$ cat config.mk
export PLATFORM = sky130hd
export DESIGN_NAME = iq_decim
export DESIGN_NICKNAME = d
export VERILOG_FILES = /design/src/rtl/sdr_pkg.sv /design/src/rtl/iq_accum.sv /design/src/rtl/iq_decim.sv
export SDC_FILE = /design/constraint.sdc
export NUM_CORES = 1
export LEC_CHECK = 0
export BUFFER_PORTS_ARGS = -buffer_cell sky130_fd_sc_hd__buf_2
export CAP_MARGIN = 20
export CORE_ASPECT_RATIO = 1.4
export CORE_MARGIN = 1.5
export CORE_UTILIZATION = 60
export DETAILED_ROUTE_END_ITERATION = 10
export PLACE_DENSITY = 0.81
export SLEW_MARGIN = 0
export SYNTH_ARGS = -nofsm -noshare
export SYNTH_HDL_FRONTEND = slang
export SYNTH_HIERARCHICAL = 1
export SYNTH_SLANG_ARGS = --single-unit
$ cat constraint.sdc
create_clock -name clk_i -period 4.45 [get_ports clk_i]
set_input_delay 0 -clock clk_i [delete_from_list [all_inputs] [get_ports clk_i]]
set_output_delay 0 -clock clk_i [all_outputs]
set_load 0.01 [all_outputs]
$ cat src/rtl/sdr_pkg.sv
// Shared SDR datapath definitions: sample/IQ-pair widths, field positions
// and helpers for packing and unpacking IQ pairs.
package sdr_pkg;

    localparam int SDR_SAMPLE_WIDTH = 12;
    localparam int SDR_MAX_LOG2     = 4;
    localparam int SDR_ACC_WIDTH    = SDR_SAMPLE_WIDTH + SDR_MAX_LOG2;
    localparam int SDR_PAIR_WIDTH   = 2 * SDR_SAMPLE_WIDTH;
    localparam int SDR_LOG2_WIDTH   = 3;

    localparam int I_LSB = 0;
    localparam int I_MSB = SDR_SAMPLE_WIDTH - 1;
    localparam int Q_LSB = SDR_SAMPLE_WIDTH;
    localparam int Q_MSB = 2 * SDR_SAMPLE_WIDTH - 1;

    typedef logic signed [SDR_SAMPLE_WIDTH-1:0] sample_t;
    typedef logic        [SDR_PAIR_WIDTH-1:0]   iq_pair_t;

    function automatic sample_t iq_i(input iq_pair_t pair);
        return sample_t'(pair[I_MSB:I_LSB]);
    endfunction

    function automatic sample_t iq_q(input iq_pair_t pair);
        return sample_t'(pair[Q_MSB:Q_LSB]);
    endfunction

    function automatic iq_pair_t iq_pack(input sample_t i_val, input sample_t q_val);
        return {q_val, i_val};
    endfunction

endpackage

$ cat src/rtl/iq_accum.sv
// Single-channel signed block accumulator: loads on the first sample of a
// block, adds later ones, and presents the floor-scaled block sum.
module iq_accum
    import sdr_pkg::*;
#(
    parameter int SW = SDR_SAMPLE_WIDTH,
    parameter int AW = SDR_ACC_WIDTH,
    parameter int LW = SDR_LOG2_WIDTH
) (
    input  logic                 clk,
    input  logic                 rst,
    input  logic                 accept,
    input  logic                 first,
    input  logic signed [SW-1:0] sample,
    input  logic        [LW-1:0] shift,
    output logic signed [SW-1:0] result
);

    logic signed [AW-1:0] acc_q;
    logic signed [AW-1:0] sample_ext;
    logic signed [AW-1:0] sum;

    assign sample_ext = {{(AW-SW){sample[SW-1]}}, sample};
    assign sum        = first ? sample_ext : acc_q + sample_ext;

    // Arithmetic shift floors toward minus infinity; the average always fits SW bits.
    assign result = SW'(sum >>> shift);

    always_ff @(posedge clk or posedge rst) begin
        if (rst) begin
            acc_q <= '0;
        end else if (accept) begin
            acc_q <= sum;
        end
    end

endmodule

$ cat src/rtl/iq_decim.sv
// Power-of-two block-average decimator for packed IQ samples feeding the a2f
// FIFO, with sticky overflow flag and saturating drop counter.
module iq_decim
    import sdr_pkg::*;
#(
    parameter int IQ_PAIR_WIDTH = SDR_PAIR_WIDTH,
    parameter int SAMPLE_WIDTH  = SDR_SAMPLE_WIDTH,
    parameter int MAX_LOG2      = SDR_MAX_LOG2
) (
    input  logic                     clk_i,
    input  logic                     rst_i,
    input  logic                     enable_i,
    input  logic [2:0]               decim_log2_i,
    input  logic [IQ_PAIR_WIDTH-1:0] in_data_i,
    input  logic                     in_valid_i,
    input  logic                     fifo_full_i,
    input  logic                     clr_i,
    output logic [IQ_PAIR_WIDTH-1:0] out_data_o,
    output logic                     out_we_o,
    output logic                     overflow_o,
    output logic [15:0]              drop_cnt_o
);

    localparam int ACC_WIDTH = SAMPLE_WIDTH + MAX_LOG2;
    localparam logic [MAX_LOG2:0] ONE = 1;

    // Handshake: valid-only input, one sample per in_valid_i cycle while
    // enabled, no back-pressure toward the AFE. Output strobe is gated by
    // fifo_full_i in the output cycle; a gated strobe is counted as a drop.
    logic                    accept;
    logic                    first;
    logic                    last;
    logic [2:0]              eff_log2;
    logic [2:0]              blk_log2;
    logic [MAX_LOG2:0]       n_m1;
    logic [MAX_LOG2-1:0]     cnt_q;
    logic [2:0]              log2_q;
    logic                    pend_q;
    logic                    drop;
    logic [SAMPLE_WIDTH-1:0] res_i;
    logic [SAMPLE_WIDTH-1:0] res_q;

    assign accept   = enable_i & in_valid_i;
    assign first    = (cnt_q == '0);
    assign eff_log2 = (decim_log2_i > 3'(MAX_LOG2)) ? 3'(MAX_LOG2) : decim_log2_i;
    // The block ratio is taken live on its first sample and latched after that.
    assign blk_log2 = first ? eff_log2 : log2_q;
    assign n_m1     = (ONE << blk_log2) - ONE;
    assign last     = ({1'b0, cnt_q} == n_m1);

    iq_accum #(
        .SW(SAMPLE_WIDTH),
        .AW(ACC_WIDTH),
        .LW(3)
    ) u_accum_i (
        .clk   (clk_i),
        .rst   (rst_i),
        .accept(accept),
        .first (first),
        .sample(iq_i(in_data_i)),
        .shift (blk_log2),
        .result(res_i)
    );

    iq_accum #(
        .SW(SAMPLE_WIDTH),
        .AW(ACC_WIDTH),
        .LW(3)
    ) u_accum_q (
        .clk   (clk_i),
        .rst   (rst_i),
        .accept(accept),
        .first (first),
        .sample(iq_q(in_data_i)),
        .shift (blk_log2),
        .result(res_q)
    );

    always_ff @(posedge clk_i or posedge rst_i) begin
        if (rst_i) begin
            cnt_q      <= '0;
            log2_q     <= '0;
            pend_q     <= 1'b0;
            out_data_o <= '0;
        end else begin
            pend_q <= accept & last;
            if (!enable_i) begin
                cnt_q <= '0;
            end else if (accept) begin
                cnt_q <= last ? '0 : cnt_q + 1'b1;
                if (first) begin
                    log2_q <= eff_log2;
                end
            end
            if (accept && last) begin
                out_data_o <= iq_pack(res_i, res_q);
            end
        end
    end

    assign out_we_o = pend_q & ~fifo_full_i;
    assign drop     = pend_q & fifo_full_i;

    always_ff @(posedge clk_i or posedge rst_i) begin
        if (rst_i) begin
            overflow_o <= 1'b0;
            drop_cnt_o <= '0;
        end else if (clr_i) begin
            overflow_o <= 1'b0;
            drop_cnt_o <= '0;
        end else if (drop) begin
            overflow_o <= 1'b1;
            if (drop_cnt_o != 16'hFFFF) begin
                drop_cnt_o <= drop_cnt_o + 16'd1;
            end
        end
    end

endmodule

-- After elaboration in Yosys (flattened, before gate mapping)
Index checks and enable logic that the tools add are counted.
- flip-flop bits (word level): 81
- word-level logic and storage cells: 43
- bitwise operators: 5
- order comparisons: 1
- add/sub/neg operators: 5
- equality and inequality tests: 3
- reduce and logical (&&, ||, !) cells: 6
- shift-type cells: 3
- muxes and demuxes: 12
- operators by type and width (cell ; count):
    $mux W16 ; 5
    $add A16 B12 Y16 ; 2
    $sshr A16 B3 Y12 ; 2
    $add A16 B1 Y16 const B ; 1
    $ne A16 B16 Y1 const B ; 1
    $mux W4 ; 3
    $mux W3 ; 2
    $eq A4 B5 Y1 ; 1
    $shl A1 B3 Y5 const A ; 1
    $sub A5 B1 Y5 const B ; 1
    $add A4 B1 Y4 const B ; 1
    $and A1 B1 Y1 ; 4
    $logic_not A4 Y1 ; 1
    $reduce_and A2 Y1 ; 2
    $reduce_bool A2 Y1 ; 2
    $gt A3 B3 Y1 const B ; 1
    $mux W1 ; 2
    $ne A2 B1 Y1 const B ; 1
    $logic_and A1 B1 Y1 ; 1
    $not A1 Y1 ; 1

-- Depth between registers and ports, before layout
Gate-level depths: netlist of run 1.
- word-level depth: 9
- gate-level depth with buffers: 15
- depth with buffers taken out: 13

-- By module
The synthesis of run 1 kept the hierarchy.
- modules (own cells, without submodules) (module ; sequential area each (um^2) ; cells each ; times used ; area an instance (um^2)):
    iq_decim ; 1226.2 ; 212 ; 1 ; 2449.8
    iq_accum (u_accum_i) ; 400.4 ; 300 ; 1 ; 2331.0
    iq_accum (u_accum_q) ; 400.4 ; 265 ; 1 ; 2198.4

-- Least setup slack after synthesis of run 1
Ideal clock, no wire load.
- path type: register to register
- start: register cnt_q[0]
- end: register out_data_o[3]
- library setup time: 125 ps
- buffers on the path: 2
- stages on the path, launching flop included: 12
- clock period less this slack: 3434 ps
- arrival: 3308 ps
- setup slack: 1016 ps
- path through: dfrtp_1 > inv_1 > ha_1 > or3b_1 > buf_6 > o21ai_0 > clkbuf_1 > mux2_2 > a221oi_1 > inv_1 > mux4_2 > mux2_4
- elaborated cells between the ends (all ways): 8
- RTL lines (element ; line ; source):
    start, declared ; iq_decim.sv:36 ; logic [MAX_LOG2-1:0] cnt_q;
    start signal, assigned ; iq_decim.sv:90 ; cnt_q <= last ? '0 : cnt_q + 1'b1;
    $logic_not A4 Y1 ; iq_decim.sv:44 ; assign first = (cnt_q == '0);
    $mux W3 ; - ;
    named net blk_log2[0] ; iq_decim.sv:34 ; logic [2:0] blk_log2;
    $sshr A16 B3 Y12 ; iq_accum.sv:27 ; assign result = SW'(sum >>> shift);
    named net res_i[3] ; iq_decim.sv:40 ; logic [SAMPLE_WIDTH-1:0] res_i;
    end signal, assigned ; iq_decim.sv:96 ; out_data_o <= iq_pack(res_i, res_q);
    end, declared ; iq_decim.sv:18 ; output logic [IQ_PAIR_WIDTH-1:0] out_data_o,
The timed path passes the listed nets, and every way through them passes these cells.
A chain may end at the register's enable or synchronous reset.

-- Worst setup path in the final report of run 1
- start: register cnt_q[0]
- end: register out_data_o[23]
- cells in the longest elaborated chain, start to end: 6
- elaborated cells between the ends (all ways): 8
- RTL lines (element ; line ; source):
    $logic_not A4 Y1 * ; iq_decim.sv:44 ;
    named net first ; iq_decim.sv:31 ; logic first;
    $mux W3 ; - ;
    $shl A1 B3 Y5 ; iq_decim.sv:48 ; assign n_m1 = (ONE << blk_log2) - ONE;
    $sub A5 B1 Y5 ; iq_decim.sv:48 ;
    $eq A4 B5 Y1 ; iq_decim.sv:49 ; assign last = ({1'b0, cnt_q} == n_m1);
    $logic_and A1 B1 Y1 ; iq_decim.sv:95 ; if (accept && last) begin
Mark *: on every way through the listed nets, which the timed path passes. The rest lies on a longest branch.

==> metrics.md, run 1 <==
| Metric | Value |
|---|---|
| Worst EP arrival | 3960 ps |
| Ports | 75 |
| Worst Path Max Fanout | 35 |
| DR pass1 iterations | 7 |
| All-Layer GR Usage | around 31% |
| Avg Cell Area, Syn | around 9.0 um2 |
| CTS buffer count | 9 |
| Placement Rows | 46 |
| Pin count of the biggest net entering global routing | 66 |
| Max Clk Rate | 268 MHz |
| #FFs+latches synth | 81 |
| Max Root-Sink Buffers | 2 |
| Top post-synthesis cells by area | dfrtp_1 29%, ha_1 6.1%, mux2i_1 5.0% |
| PD cells | approximately 460 mW/mm2 |
| Layout Skew | 7.35 ps |
| Post-Route Utilization | 68.8% |
| Root Buffer | clkbuf_16 |
| Layout cells sized above 1 | between 20% and 30% |
| CTS tree | yes |
| Maximum VDD drop | around 0.24 mV |
| Status | finished, final reports clean |
| Crit. Startpoint | cnt_q[0]$_DFFE_PP0P_ |
| Synth cell types | 94 |
| Synth Area in Simple Gates | ~19% |
| Total Nets Final | 907 |
| Total global routing overflow | 0 |
| Reg-to-Reg End | out_data_o[23]$_DFFE_PP0P_ |
| Largest family of logic cells by synthesized area | compound AO/OA/AOI/OAI gates |
| CTS H-Tree Depth | 3 |
| WL/cell | around 19 um |
| Detail Placement HPWL | 13.7 mm |
| Worst skew pair latency | 340 ps |
| Crit path to | out_data_o[23]$_DFFE_PP0P_ |
| Final setup vio count | 0 |
| Final hold vios | 0 |
| Setup WS post-layout | between 700 and 800 ps |
| First-pass GRT wire length | 30.0 mm |
| R2R depth | 12 |
| Seq/Total Area, Yosys | between 20% and 30% |
| Reg-to-reg slack, setup | 710 ps |
| Ys flop type | dfrtp_1 |
| Ys Warns | 6 |
| Reg clk slew, reported paths | 70 ps |
| Core area | 0.0113 mm2 |
| Synthesized area | 0.00698 mm2 |
| Synth Area in Compound Gates | 22.0% |
| Slew headroom | 48.8% |
| Drt via density | 6.49 |
| Worst-margin pin slew | 767 ps |
| Area grow syn2layout | 11.7% |
| Leakage | 3.61 nW |
| Ant. Diodes | 0 |
| Post-synthesis mux area share | 14.8% |
| Most common cell in the synthesized netlist | nor2_1 |
| FILL cells | just under 900 |
| FFs w/ async S/R, synth | 100% |
| Antenna-violating nets left | 0 |
| Starting DRT DRC Count | 470 |
| Starting Density | about three fifths |
| RSZ-0062 raised after global routing | no |
| Post-CTS Resized | 0 |
| Pre-CTS setup slack | between 700 and 800 ps |
| Top cell type's share of synthesized area | 29.0% |
| Xor/xnor share of the synthesized area | under 10% |
| Cell Area, Placed | 0.00742 mm2 |
| Routed WL | 18.5 mm |
| Tmin final | 3740 ps |
| Initial antenna violation count | 0 |
| Required time of the worst setup path | about 4700 ps |
| Hold Crit Class | input port to flip-flop |
| Synth Area in Adders | under 10% |
| Gate Count Post-Synth | 777 |
| Largest area contributor in the netlist | dfrtp_1 |
| Synth cell count leaders | 91 x nor2_1, 81 x dfrtp_1, 57 x a21oi_1 |
| Chip Width | 94.2 um |
| # DRC | 0 |
| Finished Cell Area | ~0.008 mm2 |
| Buffers on Ports | 74 |
| Via count | 6,403 |
| Syn_nets | between 800 and 900 |
| Max_cap viols | 0 |
| Setup crit start kind | flip-flop |
| Tcrit/Tclk final | 84.0% |
| Sum of negative setup slack | 0 ps |
| Die Height | about 130 um |
| Post CTS Setup Buffer Count | 0 |
| Number of global-route vias before repair | 6,241 |
| Post-synth EDFFs | 0 |
| Critical setup path kind | flip-flop to flip-flop |
| Clk sinks | 81 |
| Final Max Tran Viols | 0 |
| Die ar. | roughly 0.012 mm2 |
| Critical path endpoint category | flip-flop |
| Reg2reg start | cnt_q[0]$_DFFE_PP0P_ |
| Placer Congestion | 0.891 |
## cell families after synthesis
kind of cell | Yosys count
adder cells (fa/ha/maj) | 36
flip-flops | 81
multiplexers | 80
XOR/XNOR | 30
AND/OR/NAND/NOR | 270
AO/OA/AOI/OAI | 208
buffers and inverters | 72
## layer usage
layer	vias up	share of wire, %	track usage [%]
met5	-	0	0
met4	0	2.8	13.3
met3	43	5.3	4.34
met2	243	53	56.0
met1	3105	39	35.9
li1	3012	-	-
## worst min path at each step
stage,startpoint,endpoint,cells past startpoint
after floorplan,rst_i,u_accum_i/acc_q[0]$_DFFE_PP0P_,1
after global placement,rst_i,u_accum_q/acc_q[5]$_DFFE_PP0P_,2
after detailed placement,rst_i,u_accum_q/acc_q[5]$_DFFE_PP0P_,2
after CTS,clr_i,drop_cnt_o[11]$_DFFE_PP0P_,2
after global routing,in_data_i[13],u_accum_q/acc_q[1]$_DFFE_PP0P_,3
final,clr_i,drop_cnt_o[7]$_DFFE_PP0P_,2
## where the power goes
group          switching [mW]  internal (mW)
Combinational            1.06          0.779
Clock                   0.357          0.396
Sequential              0.106          0.872
## flip-flops by register name, indices dropped and copies added (netlist names)
register         cells
u_accum_q/acc_q     16
cnt_q                4
drop_cnt_o          16
u_accum_i/acc_q     16
pend_q               1
overflow_o           1
log2_q               3
out_data_o          24
## what timing repair did
item,4_1_cts,5_1_grt
endpoints found under the setup margin,0,0
hold endpoints to repair,87,0
hold buffers,6,0
## metrics by stage
stage	instances	hold WS, ps	power, mW
finish	987	10.0	3.57
global route	987	21.3	3.79
detailed placement	964	162	2.77
floorplan	777	-86.3	2.34
global placement	964	169	2.70
CTS	986	3.32	3.54
## placed cells by master, fill, tap and decap left out, drive strengths merged, types with 11 or more instances in the layout
cell	netlist	routed
ha	34	34
nand2	55	55
xor2	18	18
nand3	23	23
inv	32	36
dfrtp	81	81
buf	9	81
mux2	35	35
a211oi	12	12
nor2	91	91
xnor2	12	12
nor3	12	12
a21oi	61	61
a21o	12	12
mux2i	36	36
o21ai	23	23
nor4	11	11
## layout make-up
type                            instances  area (um2)  area share (%)
Tap cell                              144         180            2.31
Clock buffer                            9         225            2.89
Inverter                               35         136            1.75
Multi-Input combinational cell        624        4660            59.8
Sequential cell                        81        2030            26.0
Timing Repair Buffer                   87         495            6.35
Clock inverter                          7        72.6           0.931
## worst max-delay path, cell delays in order (launching register included)
cell      delay, ps
dfrtp_1         460
inv_1           110
ha_1            220
or3b_1          480
clkinv_4        350
nor3_1          200
o21ai_0         110
ha_1            330
xor2_1          180
o211ai_1        160
a211oi_4        310
nand2_4         320
mux2_4          390
No activity file was read; power rests on OpenSTA's default activity.
==> run 2: changes to the inputs <==
clock period = 3.45 ns   (was 4.45 ns; I/O delays follow)
==> metrics.md, run 2 (same netlist as run 1, synthesis figures left out) <==
| Metric | Value |
|---|---|
| DR pass1 iterations | 6 (was 7) |
| Tcrit/Tclk final | 96.7% (was 84.0%) |
| Max Root-Sink Buffers | 2 (unchanged) |
| Sum of negative setup slack | 0 ps (unchanged) |
| Placement Rows | 46 (unchanged) |
| Detail Placement HPWL | 14.0 mm (was 13.7 mm) |
| CTS H-Tree Depth | 3 (unchanged) |
| Starting DRT DRC Count | 419 (was 470) |
| Max Clk Rate | 300 MHz (was 268 MHz) |
| Biggest register | out_data_o (unchanged) |
| RSZ-0062 raised after global routing | no (unchanged) |
| Reg clk slew, reported paths | 70 ps (about the same) |
| Fin cells | 1,007 (was 987) |
| Layout Skew | 7.88 ps (was 7.35 ps) |
| Core area | 0.0113 mm2 (unchanged) |
| Number of global-route vias before repair | 6,196 (was 6,241) |
| Dpl cells | 983 (was 964) |
| Leakage | 3.70 nW (was 3.61 nW) |
| First-pass GRT wire length | 30.0 mm (about the same) |
| All-Layer GR Usage | 31.1% (was 30.9%) |
| Max reg flops | 24 (unchanged) |
| Worst EP arrival | 3570 ps (was 3960 ps) |
| Critical setup path kind | flip-flop to flip-flop (unchanged) |
| Critical path endpoint category | flip-flop (unchanged) |
| Worst skew pair latency | 350 ps (was 340 ps) |
| Tmin final | 3330 ps (was 3740 ps) |
| Final hold vios | 0 (unchanged) |
| CP max stage delay | 540 ps (was 480 ps) |
| Ant. Diodes | 0 (unchanged) |
| Initial antenna violation count | 0 (unchanged) |
| Pin count of the biggest net entering global routing | 50 (was 66) |
| Final Max Tran Viols | 0 (unchanged) |
| Root Buffer | clkbuf_16 (unchanged) |
| Crit-path leading delay family | compound AO/OA/AOI/OAI gates (was simple AND/OR/NAND/NOR gates) |
| CTS tree | yes (unchanged) |
| Max_cap viols | 0 (unchanged) |
| PD cells | 584 mW/mm2 (was 458 mW/mm2) |
| Hold Crit Class | input port to flip-flop (unchanged) |
| # DRC | 0 (unchanged) |
| Die Height | 131 um (unchanged) |
| Routed WL | 18.8 mm (was 18.5 mm) |
| CTS buffer count | 9 (unchanged) |
| Most common cell after layout, fill and taps aside | nor2_1 (unchanged) |
| Placer Congestion | 0.895 (was 0.891) |
| Post-Route Utilization | 70.6% (was 68.8%) |
| Maximum VDD drop | 0.320 mV (was 0.244 mV) |
| Clk sinks | 81 (unchanged) |
| Slew headroom | 47.6% (was 48.8%) |
| Total Nets Final | 927 (was 907) |
| Antenna-violating nets left | 0 (unchanged) |
| Ports | 75 (unchanged) |
| Starting Density | 61.6% (unchanged) |
| Cell breakdown of the critical path | ha_1 -> a21oi_4 -> nand2_2 -> a22o_1 -> or4b_4 -> a2111oi_0 -> nor3_1 -> o2bb2a_1 -> o21ai_1 -> mux2_4 (was inv_1 -> ha_1 -> or3b_1 -> clkinv_4 -> nor3_1 -> o21ai_0 -> ha_1 -> xor2_1 -> o211ai_1 -> a211oi_4 -> nand2_4 -> mux2_4) |
| Worst path slowest cell | or4b_4 (was or3b_1) |
| Die ar. | 0.0123 mm2 (unchanged) |
| Buffers on Ports | 74 (unchanged) |
| Worst-margin pin slew | 785 ps (was 767 ps) |
| Required time of the worst setup path | 3680 ps (was 4670 ps) |
| Status | finished, final reports clean (unchanged) |
| Worst Path Max Fanout | 8 (was 35) |
| Final setup vio count | 0 (unchanged) |
| Commonest non-fill, non-tap cells in the layout | 91 x nor2_1, 81 x dfrtp_1, 74 x buf_2 (unchanged) |
| Drt via density | 6.49 (about the same) |
| Total global routing overflow | 0 (unchanged) |
| WL/cell | 18.6 um (was 18.8 um) |
| Via count | 6,539 (was 6,403) |
| Chip Width | 94.2 um (unchanged) |
| Worst path bufs/invs | 0 (was 2) |
| Setup crit start kind | flip-flop (unchanged) |
| Layout cells sized above 1 | 24.0% (was 21.2%) |
| Area grow syn2layout | 14.6% (was 11.7%) |
-- run 2: cell types whose count changed in the layout (fill, tap and decap cells not counted), sizes merged --
cell,previous run,this run
buf,81,102
clkinv,5,3
clkinvlp,1,3
dlygate4sd3,6,4
nand2,55,56
-- run 2: layer usage --
layer,vias to the layer above,share of wire (%),GRT usage [%]
li1,3043,-,-
met1,3179,39,36.4
met2,267,53,57.2
met3,50,4.8,3.30
met4,0,3.5,13.4
met5,-,0,0
-- run 2: worst register-to-register path, stage by stage (launching register included) --
cell and delay (ps):
dfrtp_1 380, ha_1 400, a21oi_4 250, nand2_2 90, a22o_1 260, or4b_4 540
a2111oi_0 540, nor3_1 120, o2bb2a_1 290, o21ai_1 90, mux2_4 270
-- run 2: layout make-up --
class	instances	area, um2
flip-flops and latches	81	2030
well taps	144	180
fillers	879	3340
clock inverters	7	60.1
repair buffers	106	646
multi-input cells	625	4730
clock buffers	9	225
inverters	35	136
-- run 2: through the flow --
stage | power, mW | setup slack (ps) | hold WS, ps | cell area, um2
5_1_grt | 4.94 | 33.2 | 21.9 | 8000
3_3_place_gp | 3.56 | 132 | 187 | 7580
4_1_cts | 4.61 | 28.5 | 3.79 | 7900
2_1_floorplan | 3.02 | 16.5 | -86.3 | 6980
3_5_place_dp | 3.64 | 31.9 | 192 | 7580
6_report | 4.68 | 115 | 6.34 | 8000
-- run 2: power breakdown --
part | internal (mW) | total, mW | switching, mW
sequential | 1.13 | 1.27 | 0.143
clock | 0.501 | 0.941 | 0.440
combinational | 1.07 | 2.47 | 1.40
-- run 2: worst paths after layout --
check	from	end	slack [ps]	cells after the start
setup / recovery	u_accum_i/acc_q[7]$_DFFE_PP0P_	out_data_o[10]$_DFFE_PP0P_	120	10
hold / removal	in_data_i[13]	u_accum_q/acc_q[1]$_DFFE_PP0P_	6	3
setup reg to reg	u_accum_i/acc_q[7]$_DFFE_PP0P_	out_data_o[10]$_DFFE_PP0P_	120	10
hold reg to reg	overflow_o$_DFFE_PP0P_	overflow_o$_DFFE_PP0P_	490	2
max in group asynchronous	rst_i	u_accum_i/acc_q[7]$_DFFE_PP0P_	2570	3
min in group asynchronous	rst_i	cnt_q[1]$_DFFE_PP0P_	250	3
-- run 2: what timing repair did --
action	CTS	global route
resized for setup	0	10
hold endpoints to repair	86	0
hold buffers	4	0
endpoints found under the setup margin	0	24
setup buffers	0	2
==> run 3: changes to the inputs <==
PLACE_DENSITY = 0.82   (was 0.81)
SYNTH_HIERARCHICAL = default   (was 1)
==> metrics.md, run 3 <==
| Metric | Value |
|---|---|
| Sequential Area | 0.00203 mm2 (about the same) |
| Critical setup path kind | flip-flop to flip-flop (unchanged) |
| Routed WL | 17.8 mm (was 18.8 mm) |
| Critical Path Most Common Cell | nand3_1 |
| Pin count of the biggest net entering global routing | 60 (was 50) |
| Chip Width | 90.6 um (was 94.2 um) |
| Post-layout power | 4.56 mW (was 4.68 mW) |
| #FFs+latches synth | 81 (unchanged) |
| RSZ-0062 raised after global routing | yes (was no) |
| Final Max Tran Viols | 0 (unchanged) |
| Worst path slowest cell | dfrtp_2 (was or4b_4) |
| Area grow syn2layout | 15.9% (was 14.6%) |
| Synth cell count leaders | 127 x nand2_1, 81 x dfrtp_1, 71 x o21ai_0 (was 91 x nor2_1, 81 x dfrtp_1, 57 x a21oi_1) |
| Leakage | 3.49 nW (was 3.70 nW) |
| Layout Skew | 5.64 ps (was 7.88 ps) |
| Ys flop type | dfrtp_1 (unchanged) |
| Syn_nets | 865 (was 846) |
| Initial antenna violation count | 0 (unchanged) |
| Status | finished, final reports clean (unchanged) |
| Placement Rows | 44 (was 46) |
| Finished Cell Area | 0.00746 mm2 (was 0.00800 mm2) |
| Post-synth EDFFs | 0 (unchanged) |
| Clk sinks | 81 (unchanged) |
| Max Root-Sink Buffers | 2 (unchanged) |
| Biggest register | out_data_o (unchanged) |
| # DRC | 0 (unchanged) |
| DR pass1 iterations | 5 (was 6) |
| Avg Cell Area, Syn | 8.09 um2 (was 8.98 um2) |
| All-Layer GR Usage | 31.9% (was 31.1%) |
| Antenna-violating nets left | 0 (unchanged) |
| Max_cap viols | 0 (unchanged) |
| First-pass GRT wire length | 29.6 mm (was 30.0 mm) |
| Most common cell in the synthesized netlist | nand2_1 (was nor2_1) |
| Gate Count Post-Synth | 796 (was 777) |
| Worst-margin pin slew | 546 ps (was 785 ps) |
| Total Nets Final | 936 (was 927) |
| Multi-input gate area | 0.00421 mm2 (was 0.00473 mm2) |
| Post-Route Utilization | 71.7% (was 70.6%) |
| Cell breakdown of the critical path | inv_1 -> ha_1 -> or3b_4 -> mux2i_4 -> nand3_1 -> ha_4 -> nor3_2 -> a22oi_2 -> a21oi_2 -> o221ai_2 -> or2_4 -> buf_4 -> nor2_4 -> nand3_1 -> o211ai_1 (was ha_1 -> a21oi_4 -> nand2_2 -> a22o_1 -> or4b_4 -> a2111oi_0 -> nor3_1 -> o2bb2a_1 -> o21ai_1 -> mux2_4) |
| Number of global-route vias before repair | 6,167 (was 6,196) |
| Detail Placement HPWL | 12.7 mm (was 14.0 mm) |
| Dpl cells | 987 (was 983) |
| Most common cell after layout, fill and taps aside | nand2_1 (was nor2_1) |
| Max Clk Rate | 304 MHz (was 300 MHz) |
| CTS H-Tree Depth | 3 (unchanged) |
| Tcrit/Tclk final | 95.4% (was 96.7%) |
| Layout cells sized above 1 | 17.8% (was 24.0%) |
| Max reg flops | 24 (unchanged) |
| Drt via density | 6.38 (was 6.49) |
| Total global routing overflow | 0 (unchanged) |
| Synthesized area | 0.00644 mm2 (was 0.00698 mm2) |
| Reg clk slew, reported paths | 70 ps (about the same) |
| Core area | 0.0104 mm2 (was 0.0113 mm2) |
| Die Height | 126 um (was 131 um) |
| Cell Area, Placed | 0.00702 mm2 (was 0.00758 mm2) |
| Ports | 75 (unchanged) |
| Ant. Diodes | 0 (unchanged) |
| Setup crit start kind | flip-flop (unchanged) |
| Top cell type's share of synthesized area | 31.5% (was 29.0%) |
| Met2 Use GR | 53.9% (was 57.2%) |
| Fin cells | 1,010 (was 1,007) |
| Worst skew pair latency | 350 ps (about the same) |
| Worst EP arrival | 3550 ps (was 3570 ps) |
| Maximum VDD drop | 0.296 mV (was 0.320 mV) |
| Die ar. | 0.0114 mm2 (was 0.0123 mm2) |
| Starting Density | 61.9% (was 61.6%) |
| Via count | 6,441 (was 6,539) |
| GR peak layer | met2 (unchanged) |
| Top post-synthesis cells by area | dfrtp_1 31%, nand2_1 7.4%, ha_1 6.6% (was dfrtp_1 29%, ha_1 6.1%, mux2i_1 5.0%) |
| Seq/Total Area, Yosys | 31.5% (was 29.0%) |
| M3 GR Usage | 3.59% (was 3.30%) |
| FFs w/ async S/R, synth | 100% (unchanged) |
| Required time of the worst setup path | 3710 ps (was 3680 ps) |
| Placer Congestion | 0.929 (was 0.895) |
| PD cells | 611 mW/mm2 (was 584 mW/mm2) |
| FILL cells | 808 (was 879) |
| Slew headroom | 62.6% (was 47.6%) |
| GR Util met1 | 40.3% (was 36.4%) |
| Worst Path Max Fanout | 18 (was 8) |
| Buffers on Ports | 74 (unchanged) |
| Largest area contributor in the netlist | dfrtp_1 (unchanged) |
| Final hold vios | 0 (unchanged) |
| CP max stage delay | 450 ps (was 540 ps) |
| Sum of negative setup slack | 0 ps (unchanged) |
| Starting DRT DRC Count | 482 (was 419) |
| Ys Warns | 0 (was 6) |
| Root Buffer | clkbuf_16 (unchanged) |
| Tmin final | 3290 ps (was 3330 ps) |
| Commonest non-fill, non-tap cells in the layout | 126 x nand2_1, 80 x dfrtp_1, 74 x buf_2 (was 91 x nor2_1, 81 x dfrtp_1, 74 x buf_2) |
| Final setup vio count | 0 (unchanged) |
| WL/cell | 17.7 um (was 18.6 um) |
| Synth cell types | 74 (was 94) |
| CTS tree | yes (unchanged) |
| Critical path endpoint category | flip-flop (unchanged) |
| Hold Crit Class | input port to flip-flop (unchanged) |
| CTS buffer count | 9 (unchanged) |
==> run 3: through the flow <==
stage          worst slack [ps]  hold slack [ps]
2_1_floorplan             -6.76             46.4
3_3_place_gp                129              235
3_5_place_dp              -55.6              259
4_1_cts                    22.2             17.7
5_1_grt                   -11.9             53.3
6_report                    160             43.2
==> run 3: path summary, 6_finish.rpt <==
kind / from / end / slack (ps) / depth (start not counted)
setup / recovery: cnt_q[1]$_DFFE_PP0P_ / out_data_o[10]$_DFFE_PP0P_ / 160 / 15
hold / removal: clr_i / drop_cnt_o[2]$_DFFE_PP0P_ / 40 / 2
setup reg to reg: cnt_q[1]$_DFFE_PP0P_ / out_data_o[10]$_DFFE_PP0P_ / 160 / 15
hold reg to reg: out_data_o[14]$_DFFE_PP0P_ / out_data_o[14]$_DFFE_PP0P_ / 480 / 2
max in group asynchronous: rst_i / cnt_q[1]$_DFFE_PP0P_ / 2680 / 4
min in group asynchronous: rst_i / drop_cnt_o[2]$_DFFE_PP0P_ / 130 / 3
==> run 3: final cells by class <==
class	count	area share [%]
repair buffers	107	8.59
inverters	18	0.956
multi-input cells	650	56.4
flip-flops and latches	81	27.2
clock inverters	6	1.31
well taps	138	2.31
clock buffers	10	3.20
==> run 3: critical path, delay by kind of cell, from the launching register on <==
family	cells	cell delay, ps
flip-flops	1	450
adder cells (fa/ha/maj)	2	370
AO/OA/AOI/OAI	4	540
buffers and inverters	2	280
AND/OR/NAND/NOR	6	1300
multiplexers	1	240
==> run 3: cells by family (layout without fill, tap and decap cells) <==
group           count (synthesis)  after routing  share of synthesized area, %
fa+ha+maj                      36             36                          7.23
xor+xnor                       31             31                          4.22
simple gates                  308            308                          22.7
compound gates                239            239                          24.0
buf+inv                        65            141                          4.41
flops                          81             81                          31.5
mux                            36             36                          5.91
==> run 3: where the power goes <==
group          internal (mW)  total, mW  leakage, nW  switching (mW)
Sequential              1.16       1.31         1.06           0.153
Clock                  0.666       1.09        0.166           0.424
Combinational          0.875       2.16         2.26            1.29
==> run 3: layer usage <==
layer | vias up | share of wire (%)
met5 | - | 0
met4 | 0 | 2.7
met3 | 40 | 5.2
met2 | 263 | 50
met1 | 3072 | 42
li1 | 3066 | -
==> run 3: repair_timing <==
item / in CTS / in global routing
setup endpoints to repair: 11 / 11
hold endpoints to repair: 58 / 0
gates resized for setup: 3 / 6
hold buffers: 4 / 0
gates cloned: 0 / 0
setup buffers: 2 / 0
